**src/rtl/instr_encoder_loader_if.sv**
```systemverilog
// Field-bundle handshake and instruction-memory write bus for the program loader.
// The host/test side takes the master modport, the loader takes the slave modport.
interface instr_encoder_loader_if #(
  parameter int ADDR_W = 10
);
  logic              in_valid;
  logic              in_ready;
  logic [1:0]        in_type;
  logic [1:0]        in_func;
  logic              in_imm;
  logic              in_vector;
  logic [4:0]        in_rd;
  logic [4:0]        in_rs1;
  logic [15:0]       in_rs2_imm;
  logic              in_last;
  logic              imem_we;
  logic [ADDR_W-1:0] imem_addr;
  logic [31:0]       imem_wdata;

  modport master (
    output in_valid, in_type, in_func, in_imm, in_vector, in_rd, in_rs1, in_rs2_imm, in_last,
    input  in_ready, imem_we, imem_addr, imem_wdata
  );

  modport slave (
    input  in_valid, in_type, in_func, in_imm, in_vector, in_rd, in_rs1, in_rs2_imm, in_last,
    output in_ready, imem_we, imem_addr, imem_wdata
  );
endinterface

```
**src/rtl/instr_encoder_loader.sv**
```systemverilog
// Packs decoded instruction fields into 32-bit words and streams them into
// instruction memory, holding the CPU until a program has loaded cleanly.
module instr_encoder_loader #(
  parameter int ADDR_W    = 10,
  parameter int MAX_WORDS = 1024
) (
  input  logic                  clk,
  input  logic                  rst,
  input  logic                  i_start,
  instr_encoder_loader_if.slave bus,
  output logic [ADDR_W:0]       o_word_count,
  output logic                  o_cpu_hold,
  output logic                  o_done,
  output logic                  o_err,
  output logic [1:0]            o_err_code
);

  typedef enum logic [2:0] {S_IDLE, S_LOAD, S_WRITE, S_DONE, S_ERROR} state_t;

  localparam logic [ADDR_W:0] MAX_CNT = (ADDR_W+1)'(MAX_WORDS);

  state_t            r_state;
  state_t            w_nstate;
  logic [ADDR_W-1:0] r_addr;
  logic [31:0]       r_wdata;
  logic              r_last;
  logic [ADDR_W:0]   r_count;
  logic [1:0]        r_err_code;

  logic              w_fire;
  logic              w_legal;
  logic              w_reg_only;
  logic [31:0]       w_enc;
  logic [ADDR_W:0]   w_cnt_nxt;
  logic              w_full;

  assign w_fire    = (r_state == S_LOAD) && bus.in_valid;
  assign w_cnt_nxt = r_count + 1'b1;
  assign w_full    = (w_cnt_nxt == MAX_CNT);

  // Only the field combinations the control unit actually decodes are accepted.
  always_comb begin
    w_legal = 1'b0;
    case (bus.in_type)
      2'b00: w_legal = (bus.in_func == 2'b00);
      2'b01: w_legal = !bus.in_func[1];
      2'b10: begin
        if (bus.in_imm) w_legal = !bus.in_vector;
        else            w_legal = bus.in_vector ? (bus.in_func != 2'b11) : (bus.in_func == 2'b00);
      end
      default: w_legal = 1'b0;
    endcase
  end

  // Register-form type 10 carries only rs2 in the low field; the rest is zeroed.
  assign w_reg_only = (bus.in_type == 2'b10) && !bus.in_imm;
  assign w_enc = {bus.in_type, bus.in_func, bus.in_imm, bus.in_vector, bus.in_rd, bus.in_rs1,
                  w_reg_only ? {11'b0, bus.in_rs2_imm[4:0]} : bus.in_rs2_imm};

  always_ff @(posedge clk) begin
    if (rst) r_state <= S_IDLE;
    else     r_state <= w_nstate;
  end

  always_comb begin
    w_nstate = r_state;
    case (r_state)
      S_IDLE, S_DONE, S_ERROR: if (i_start) w_nstate = S_LOAD;
      S_LOAD:  if (w_fire) w_nstate = w_legal ? S_WRITE : S_ERROR;
      S_WRITE: w_nstate = r_last ? S_DONE : (w_full ? S_ERROR : S_LOAD);
      default: w_nstate = S_IDLE;
    endcase
  end

  always_comb begin
    bus.in_ready = 1'b0;
    bus.imem_we  = 1'b0;
    o_done       = 1'b0;
    o_err        = 1'b0;
    o_cpu_hold   = 1'b1;
    case (r_state)
      S_LOAD:  bus.in_ready = 1'b1;
      S_WRITE: bus.imem_we  = 1'b1;
      S_DONE:  begin o_done = 1'b1; o_cpu_hold = 1'b0; end
      S_ERROR: o_err = 1'b1;
      default: ;
    endcase
  end

  always_ff @(posedge clk) begin
    if (rst) begin
      r_addr     <= '0;
      r_wdata    <= '0;
      r_last     <= 1'b0;
      r_count    <= '0;
      r_err_code <= 2'b00;
    end else begin
      case (r_state)
        S_IDLE, S_DONE, S_ERROR: begin
          if (i_start) begin
            r_addr     <= '0;
            r_count    <= '0;
            r_err_code <= 2'b00;
          end
        end
        S_LOAD: begin
          if (w_fire) begin
            if (w_legal) begin
              r_wdata <= w_enc;
              r_last  <= bus.in_last;
            end else begin
              r_err_code <= 2'b01;
            end
          end
        end
        S_WRITE: begin
          r_addr  <= r_addr + 1'b1;
          r_count <= w_cnt_nxt;
          // Capacity exhausted without in_last: keep the final write, flag overflow.
          if (!r_last && w_full) r_err_code <= 2'b10;
        end
        default: ;
      endcase
    end
  end

  assign bus.imem_addr  = r_addr;
  assign bus.imem_wdata = r_wdata;
  assign o_word_count   = r_count;
  assign o_err_code     = r_err_code;

endmodule
```
**src/flat_wrapper.sv**
```systemverilog
// flat-port wrapper written by rule: the top's interface ports become plain ports
module instr_encoder_loader_flat 
#(
  parameter int ADDR_W    = 10,
  parameter int MAX_WORDS = 1024
)
  (clk, rst, i_start, o_word_count, o_cpu_hold, o_done, o_err, o_err_code, bus_in_valid, bus_in_type, bus_in_func, bus_in_imm, bus_in_vector, bus_in_rd, bus_in_rs1, bus_in_rs2_imm, bus_in_last, bus_in_ready, bus_imem_we, bus_imem_addr, bus_imem_wdata);
  instr_encoder_loader_if #(.ADDR_W(ADDR_W)) bus_i ();
  input  logic clk;
  input  logic rst;
  input  logic i_start;
  output logic [ADDR_W:0] o_word_count;
  output logic o_cpu_hold;
  output logic o_done;
  output logic o_err;
  output logic [1:0] o_err_code;
  input wire logic [$bits(bus_i.in_valid)-1:0] bus_in_valid;
  input wire logic [$bits(bus_i.in_type)-1:0] bus_in_type;
  input wire logic [$bits(bus_i.in_func)-1:0] bus_in_func;
  input wire logic [$bits(bus_i.in_imm)-1:0] bus_in_imm;
  input wire logic [$bits(bus_i.in_vector)-1:0] bus_in_vector;
  input wire logic [$bits(bus_i.in_rd)-1:0] bus_in_rd;
  input wire logic [$bits(bus_i.in_rs1)-1:0] bus_in_rs1;
  input wire logic [$bits(bus_i.in_rs2_imm)-1:0] bus_in_rs2_imm;
  input wire logic [$bits(bus_i.in_last)-1:0] bus_in_last;
  output wire logic [$bits(bus_i.in_ready)-1:0] bus_in_ready;
  output wire logic [$bits(bus_i.imem_we)-1:0] bus_imem_we;
  output wire logic [$bits(bus_i.imem_addr)-1:0] bus_imem_addr;
  output wire logic [$bits(bus_i.imem_wdata)-1:0] bus_imem_wdata;
  assign bus_i.in_valid = bus_in_valid;
  assign bus_i.in_type = bus_in_type;
  assign bus_i.in_func = bus_in_func;
  assign bus_i.in_imm = bus_in_imm;
  assign bus_i.in_vector = bus_in_vector;
  assign bus_i.in_rd = bus_in_rd;
  assign bus_i.in_rs1 = bus_in_rs1;
  assign bus_i.in_rs2_imm = bus_in_rs2_imm;
  assign bus_i.in_last = bus_in_last;
  assign bus_in_ready = bus_i.in_ready;
  assign bus_imem_we = bus_i.imem_we;
  assign bus_imem_addr = bus_i.imem_addr;
  assign bus_imem_wdata = bus_i.imem_wdata;
  instr_encoder_loader #(.ADDR_W(ADDR_W), .MAX_WORDS(MAX_WORDS)) u_core (.clk(clk), .rst(rst), .i_start(i_start), .bus(bus_i), .o_word_count(o_word_count), .o_cpu_hold(o_cpu_hold), .o_done(o_done), .o_err(o_err), .o_err_code(o_err_code));
endmodule
```
**config.mk**
```make
export PLATFORM = sky130hd
export DESIGN_NAME = instr_encoder_loader_flat
export DESIGN_NICKNAME = d
export VERILOG_FILES = /design/src/rtl/instr_encoder_loader_if.sv /design/src/rtl/instr_encoder_loader.sv /design/src/flat_wrapper.sv
export SDC_FILE = /design/constraint.sdc
export NUM_CORES = 1
export LEC_CHECK = 0
export ABC_AREA = 1
export CAP_MARGIN = 20
export CORE_UTILIZATION = 45
export CTS_CLUSTER_SIZE = 40
export DETAILED_ROUTE_END_ITERATION = 10
export DONT_BUFFER_PORTS = 1
export PLACE_DENSITY = 0.71
export SYNTH_ARGS = -nofsm -noshare
export SYNTH_HDL_FRONTEND = slang
export SYNTH_SLANG_ARGS = --single-unit
```
**constraint.sdc**
```tcl
create_clock -name clk -period 2.8 [get_ports clk]
set_clock_uncertainty 0.2 [all_clocks]
set_input_delay 0.56 -clock clk [delete_from_list [all_inputs] [get_ports clk]]
set_output_delay 0.56 -clock clk [all_outputs]
set_load 0.05 [all_outputs]
```
# Yosys cells after proc, flatten, opt, wreduce, memory -nomap -nowiden

Cells that the tools add are included.

Word-level logic and storage cells: 61
Output and inout bits: 60
Input port bits: 37
Bits in registers: 59

Multiplexer cells: 24
Reduce and logical (&&, ||, !) cells: 17
Add/sub/neg operators: 2
Eq/ne operators: 12

Operators with widths:

| operator              | number |
|---|---|
| $pmux 11 s2           | 1 |
| $pmux 10 s2           | 1 |
| $mux 16               | 1 |
| $mux 3                | 5 |
| $add 11x1->11 const B | 1 |
| $eq 11x11->1 const B  | 1 |
| $mux 11               | 1 |
| $add 10x1->10 const B | 1 |
| $mux 10               | 1 |
| $pmux 3 s3            | 1 |
| $mux 2                | 4 |
| $mux 1                | 7 |
| $eq 3x2->1 const B    | 2 |
| $ne 2x2->1 const B    | 3 |
| $pmux 2 s3            | 1 |
| $reduce_and 5->1      | 1 |
| $logic_not 1->1       | 4 |
| $logic_not 2->1       | 2 |
| $ne 2x1->1 const B    | 2 |
| $reduce_and 2->1      | 2 |
| $eq 3x1->1 const B    | 1 |
| $eq 3x3->1 const B    | 1 |
| $logic_and 1x1->1     | 3 |
| $logic_not 3->1       | 1 |
| other kinds (7)       | 7 |

# Logic depth before layout (Yosys ltp)

Gate-level depths: netlist of run 1.

Word-level depth: 7
Gate-level depth with buffers: 13
Depth with buffers taken out: 13

# Least setup slack after synthesis of run 1

No wires, ideal clock.

Kind: register -> register
From: register u_core.r_state[0]
To: register u_core.r_last
Data arrival time: 1.929 ns
Path buffers: 1
Data required time: 2.483 ns
Period minus slack after synthesis: 2.246 ns
Stages on the path, launching flop included: 8
Setup time: 0.117 ns
Setup slack: 0.554 ns
Path through: dfxtp_1 -> nor3b_2 -> nand2_2 -> nor2_8 -> inv_2 -> buf_2 -> o21ai_2 -> a21oi_2

Word-level cells in the longest chain between the ends: 3

RTL lines:

| element                        | line                                                   | RTL |
|---|---|---|
| start: declaration             | instr_encoder_loader.sv:22                             | `state_t r_state;` |
| start signal: assignment       | instr_encoder_loader.sv:62                             | `else r_state <= w_nstate;` |
| $eq 3x1->1 (*)                 | instr_encoder_loader.sv:37, instr_encoder_loader.sv:98 |  |
| $logic_and 1x1->1              | instr_encoder_loader.sv:37                             | `assign w_fire = (r_state == S_LOAD) && bus.in_valid;` |
| $reduce_and 3->1 (no line) (*) | n/a                                                    |  |
| end signal: assignment         | instr_encoder_loader.sv:110                            | `r_last <= bus.in_last;` |
| end: declaration               | instr_encoder_loader.sv:26                             | `logic r_last;` |

Mark *: on every way between the ends. The rest lies on a longest branch, timed or not.
A chain may end at the register's enable or synchronous reset.

# Worst setup path in the final report of run 1

From: register u_core.r_state[2]
To: output port o_done

Word-level cells in the longest chain between the ends: 2

RTL lines:

| element          | line                       | RTL |
|---|---|---|
| $eq 3x2->1       | instr_encoder_loader.sv:81 | `case (r_state)` |
| $mux 1           | instr_encoder_loader.sv:81 |  |
| end: declaration | flat_wrapper.sv:14         | `output logic o_done;` |

Every way passes these cells.

==> flow_summary.json, run 1 <==
{
  "syn_avg_cell_area_um2": 7.029,
  "grt.total_usage_pct": 22.11,
  "min_to": "u_core.bus.imem_wdata[5]",
  "hold_violations": 0,
  "tritoncts": "yes",
  "core_area_um2": 5642,
  "wl_per_cell_um": 13.76,
  "num_io_pins": 97,
  "grt_max_degree": 37,
  "final_nets": 438,
  "syn_nets": 422,
  "crit_fanout": 4,
  "area_growth_pct": 14.96,
  "fin_area_um2": 3087,
  "drive_gt1_share_pct": 12.44,
  "ys_async_sr_fraction_pct": 0,
  "hpwl_mm": 4.422,
  "h-tree-depth": 3,
  "start_kind": "flip-flop",
  "post-cts-setup-buffers": 0,
  "max-clock-path-buffers": 2,
  "clockRootBuffer": "clkbuf_8",
  "setup_tns_ns": 0,
  "die_h_um": 79.25,
  "cts_resized": 0,
  "instances_no_fill": 474,
  "ys.warnings.count": 0,
  "r2r_cells": 12,
  "status": "complete, no violations",
  "yosysMostFrequentCell": "nand2_1",
  "worst_r2r_endpoint": "u_core.o_err_code[1]",
  "syn_inst": 382,
  "drc_errors": 0,
  "max_freq_mhz": 458.7,
  "final_antenna_net_count": 0,
  "slew_headroom_pct": 50.92,
  "antenna_cells": 0,
  "crit_arrival_ns": 1.42,
  "clkTransAtPathRegs_ns": 0.07,
  "nFillCells": 543,
  "wirelength_mm": 6.522,
  "ff2ff_setup_slack_ns": 0.77,
  "dpl_cell_area_um2": 2846,
  "die-area_um2": 6280,
  "std_cell_rows": 27,
  "hold_depth": 1,
  "drt_iter0_drc": 117,
  "numCtsBuffers": 9,
  "cts.sinks": 59,
  "synth_common_cells": "87 x nand2_1, 59 x dfxtp_1, 50 x nor2_1",
  "grt_pass1_vias": 2445,
  "peakVddDrop_v": 0.0004421,
  "total_power_uw": 2047,
  "ys_seq_area_share_pct": 43.99,
  "route.vias.total": 2530,
  "final.period_utilization_pct": 77.86,
  "drv_slew": 0,
  "postCtsHoldBufs": 0,
  "synth_edf_count": 0,
  "start_util_pct": 47.59,
  "min_from": "rst",
  "power.density_nw_per_um2": 663.3,
  "antenna_found_initial": 0,
  "netlist_area_um2": 2685,
  "firstDrtPassIters": 4,
  "endpoint_kind": "output port",
  "worstPathRequired_ns": 2.04,
  "hold_path_class": "in2reg",
  "synth.area.top_cells": "dfxtp_1 44%, nand2_1 12%, a21oi_1 7.1%",
  "via_per_inst": 5.338,
  "ys_ff_latch": 59,
  "clk_latency_ns": 0.33,
  "grt_pass1_wl_mm": 10.85,
  "place_inst": 459,
  "synth_top_area_share_pct": 43.99,
  "synthFlopType": "dfxtp_1",
  "rsz0062_at_grt": "no",
  "globalplace.congestion": 0.8117,
  "worst_slew_pin_slew_ns": 0.7354,
  "min_period_ns": 2.180,
  "synth_top_cell_by_area": "dfxtp_1",
  "critPathKind": "reg2out",
  "finalSetupViolCount": 0,
  "grt_remaining_overflow": 0,
  "cap_viol_max_count": 0,
  "reg2reg_from": "u_core.o_word_count[1]",
  "port_buffers": 0,
  "utilization_pct": 54.71,
  "yosys.cell_types.count": 33,
  "die_x_um": 79.25,
  "leakage_uw": 0.001258
}
-- where the power goes --
| part | internal, uW | switching (uW) |
|---|---|---|
| Clock | 613 | 327 |
| Sequential | 865 | 89.4 |
| Combinational | 43.3 | 110 |
-- cells by family after synthesis --
family,after synthesis,synth area share (%)
adder cells (fa/ha/maj),3,1.398
AND/OR/NAND/NOR,187,30.34
AO/OA/AOI/OAI,78,15.61
buffers and inverters,55,8.667
flip-flops,59,43.99
-- registers in the layout (all words and copies together), names as in the netlist --
name                   cells
u_core.bus.imem_addr      10
u_core.bus.imem_wdata     32
u_core.o_err_code          2
u_core.o_word_count       11
u_core.r_last              1
u_core.r_state             3
-- worst max-delay path, stage by stage, from the launching register on --
cell	delay, ns
dfxtp_1	0.34
inv_1	0.10
nand3_1	0.09
buf_4	0.21
inv_1	0.36
-- how the worst max path moves through the flow --
stage	endpoint	from	cells past startpoint
4_1_cts	o_done	u_core.r_state[2]	4
2_1_floorplan	u_core.r_last	u_core.r_state[0]	7
3_3_place_gp	u_core.bus.imem_wdata[28]	bus_in_imm	12
3_5_place_dp	u_core.bus.imem_wdata[22]	bus_in_imm	10
5_1_grt	u_core.o_err_code[1]	u_core.o_word_count[1]	12
6_report	o_done	u_core.r_state[2]	4
-- cell usage in the layout, fill, tap and decap left out --
cell       synthesis  layout
nand2_1           87      87
dfxtp_1           59      59
nor2_1            50      50
a21oi_1           38      38
inv_1             36      36
nand3_1           28      28
o21ai_0           23      23
buf_4              1      21
clkbuf_8           0      10
o21ai_1            7       7
nand4_1            6       6
nor2_2             4       4
inv_2              3       3
nor3_1             3       3
ha_1               3       3
bufinv_16          0       3
or2_2              2       2
o21bai_1           2       2
a211oi_1           2       2
a221oi_1           2       2
nor3b_2            1       1
nand3b_1           1       1
a31oi_1            1       1
o31ai_1            1       1
nand2_2            1       1
nor2_8             1       1
nor3_2             1       1
nor3b_1            1       1
nor4_1             1       1
o21ai_2            1       1
a21oi_2            1       1
clkbuf_1           6       1
clkinv_4           0       1
-- routing by layer --
metal | vias up | global-route usage (%) | routed length, um
li1 | 1271 | - | -
met1 | 1168 | 25.43 | 2875
met2 | 87 | 38.36 | 3163
met3 | 4 | 8.046 | 450
met4 | 0 | 6.000 | 33
met5 | - | 0 | 0
-- final cells by class --
| cell class | instances | area (um2) | area share, % |
|---|---|---|---|
| multi-input cells | 268 | 1271 | 41.18 |
| flip-flops and latches | 59 | 1181 | 38.27 |
| clock buffers | 11 | 141.4 | 4.580 |
| inverters | 39 | 146.4 | 4.743 |
| repair buffers | 21 | 157.7 | 5.107 |
| clock inverters | 4 | 98.84 | 3.202 |
| well taps | 72 | 90.09 | 2.919 |
-- per-stage QoR --
stage / hold WS, ns / setup WS, ns
floorplan: 0.2456 / 0.5542
global placement: 0.2962 / 0.7528
detailed placement: 0.2969 / 0.6994
CTS: 0.07623 / 0.6020
global route: 0.06484 / 0.5080
finish: 0.09144 / 0.6199
Note: power is estimated with default switching activity, not from simulation.
==> run 2: changes to the inputs <==
PLACE_DENSITY = 0.73   (was 0.71)
clock period = 1.8 ns   (was 2.8 ns; I/O delays follow)
==> run 2 against run 1 <==
Effect of this change: the run now ends with negative setup slack left; largest power group unchanged; routed wire length up 19%; combinational power rose to 2.8 times the previous value; critical endpoint is now bus_imem_we; first-iteration DRC count increased by 62%; largest cell class unchanged; register-to-register slack got worse by 0.74 ns.
==> flow_summary.json, run 2 (same netlist as run 1, synthesis figures left out) <==
{
  "drive_gt1_share_pct": 29.09,
  "layout_setup_ws_ns": -0.0006067,
  "violations": "negative setup slack",
  "slew_headroom_pct": 64.11,
  "dpl_cell_area_um2": 3090,
  "clkTransAtPathRegs_ns": 0.07,
  "endpoint_kind": "output port",
  "h-tree-depth": 3,
  "drv_slew": 0,
  "die_h_um": 79.25,
  "firstDrtPassIters": 4,
  "slowest_delay_ns": 0.37,
  "clockRootBuffer": "clkbuf_8",
  "wl_per_cell_um": 14.42,
  "grt_pass1_vias": 2642,
  "seq_area_um2": 1220,
  "fin_area_um2": 3910,
  "cap_viol_max_count": 0,
  "core_area_um2": 5642,
  "final.period_utilization_pct": 100.0,
  "num_io_pins": 97,
  "area_growth_pct": 45.62,
  "critPathKind": "reg2out",
  "hold_violations": 0,
  "via_per_inst": 5.228,
  "utilization_pct": 69.31,
  "start_kind": "flip-flop",
  "numCtsBuffers": 9,
  "final_common_cell": "nand2_1",
  "final_antenna_net_count": 0,
  "crit_arrival_ns": 1.24,
  "max_freq_mhz": 555.4,
  "slowest_stage": "dfxtp_4",
  "antenna_cells": 0,
  "crit_path_cell_trace": "inv_6 -> nand2_4 -> nor2_4 -> buf_6 -> buf_12",
  "power.density_nw_per_um2": 772.3,
  "leakage_uw": 0.001586,
  "largest_reg_flops": 32,
  "grt_pass1_wl_mm": 12.07,
  "rsz0062_at_grt": "yes",
  "final_cell_mix": "79 x nand2_1, 44 x dfxtp_1, 43 x buf_4",
  "die_x_um": 79.25,
  "clk_latency_ns": 0.33,
  "antenna_found_initial": 0,
  "min_period_ns": 1.801,
  "grt_remaining_overflow": 0,
  "nFillCells": 430,
  "grt.total_usage_pct": 24.69,
  "globalplace.congestion": 0.7847,
  "tritoncts": "yes",
  "max-clock-path-buffers": 2,
  "route.vias.total": 2802,
  "peakVddDrop_v": 0.0005068,
  "port_buffers": 0,
  "std_cell_rows": 27,
  "hold_path_class": "in2reg",
  "start_util_pct": 47.59,
  "hpwl_mm": 4.757,
  "drc_errors": 0,
  "cts.sinks": 59,
  "finalSetupViolCount": 1,
  "worstPathRequired_ns": 1.24,
  "die-area_um2": 6280,
  "wirelength_mm": 7.729,
  "grt_max_degree": 34,
  "dp_slack_ns": -0.06737,
  "crit_fanout": 5,
  "status": "finished with violations",
  "worst_slew_pin_slew_ns": 0.5377,
  "drt_iter0_drc": 189,
  "multi_input_area_um2": 1488,
  "final_nets": 499
}
run 2: cell count changes in the layout (fill, tap and decap cells not counted), sizes merged:
cell         change
clkinv           +3
clkbuf           +1
dlygate4sd3     +29
buf             +32
bufinv           -3
run 2: what timing repair did:
item                                   in CTS  in global routing
hold buffers                               30                  0
pin swaps                                   1                 22
setup endpoints to repair                   8                 15
buffers inserted                            4                  5
endpoints found under the hold margin      53                  0
gates resized for setup                    23                 45
run 2: metal layers:
layer / track usage, % / vias up / wire (um)
li1: - / 1398 / -
met1: 28.74 / 1285 / 3204
met2: 42.07 / 111 / 3880
met3: 6.782 / 8 / 548
met4: 10.91 / 0 / 95
met5: 0 / - / 0
run 2: area by class of cell:
| cell class | count | area share, % |
|---|---|---|
| multi-input cells | 268 | 38.05 |
| flip-flops and latches | 59 | 31.20 |
| repair buffers | 82 | 19.78 |
| inverters | 39 | 4.064 |
| clock buffers | 12 | 4.000 |
| well taps | 72 | 2.304 |
| clock inverters | 4 | 0.6080 |
run 2: critical path: cells and delay by family (launching register included):
family	cells	cell delay, ns
flip-flops	1	0.37
buffers and inverters	3	0.35
AND/OR/NAND/NOR	2	0.19
run 2: path summary, 6_finish.rpt:
path	startpoint	to	slack, ns	cells past startpoint
max	u_core.r_state[2]	bus_imem_we	-0.0006	5
min	bus_in_rs2_imm[9]	u_core.bus.imem_wdata[9]	0.009	2
max reg2reg	u_core.o_word_count[1]	u_core.o_err_code[1]	0.03	12
min reg2reg	u_core.bus.imem_addr[7]	u_core.bus.imem_addr[7]	0.30	2
run 2: through the flow:
step	cells	total power, uW	hold WS [ns]	TNS [ns]
after floorplan	382	1720	0.2456	-6.629
after CTS	531	2992	0.002783	-0.006315
after detailed placement	481	1798	0.2291	-0.1866
final	536	3020	0.009455	-0.0006067
after global placement	481	1789	0.2262	0
after global routing	536	3140	0.01901	-0.3595
run 2: power by group:
part	leakage, uW	total, uW	switching (uW)	internal [uW]
Sequential	0.000487	1480	139	1340
Combinational	0.00100	435	248	187
Clock	0.0000952	1110	527	579
Total	0.00159	3020	913	2110
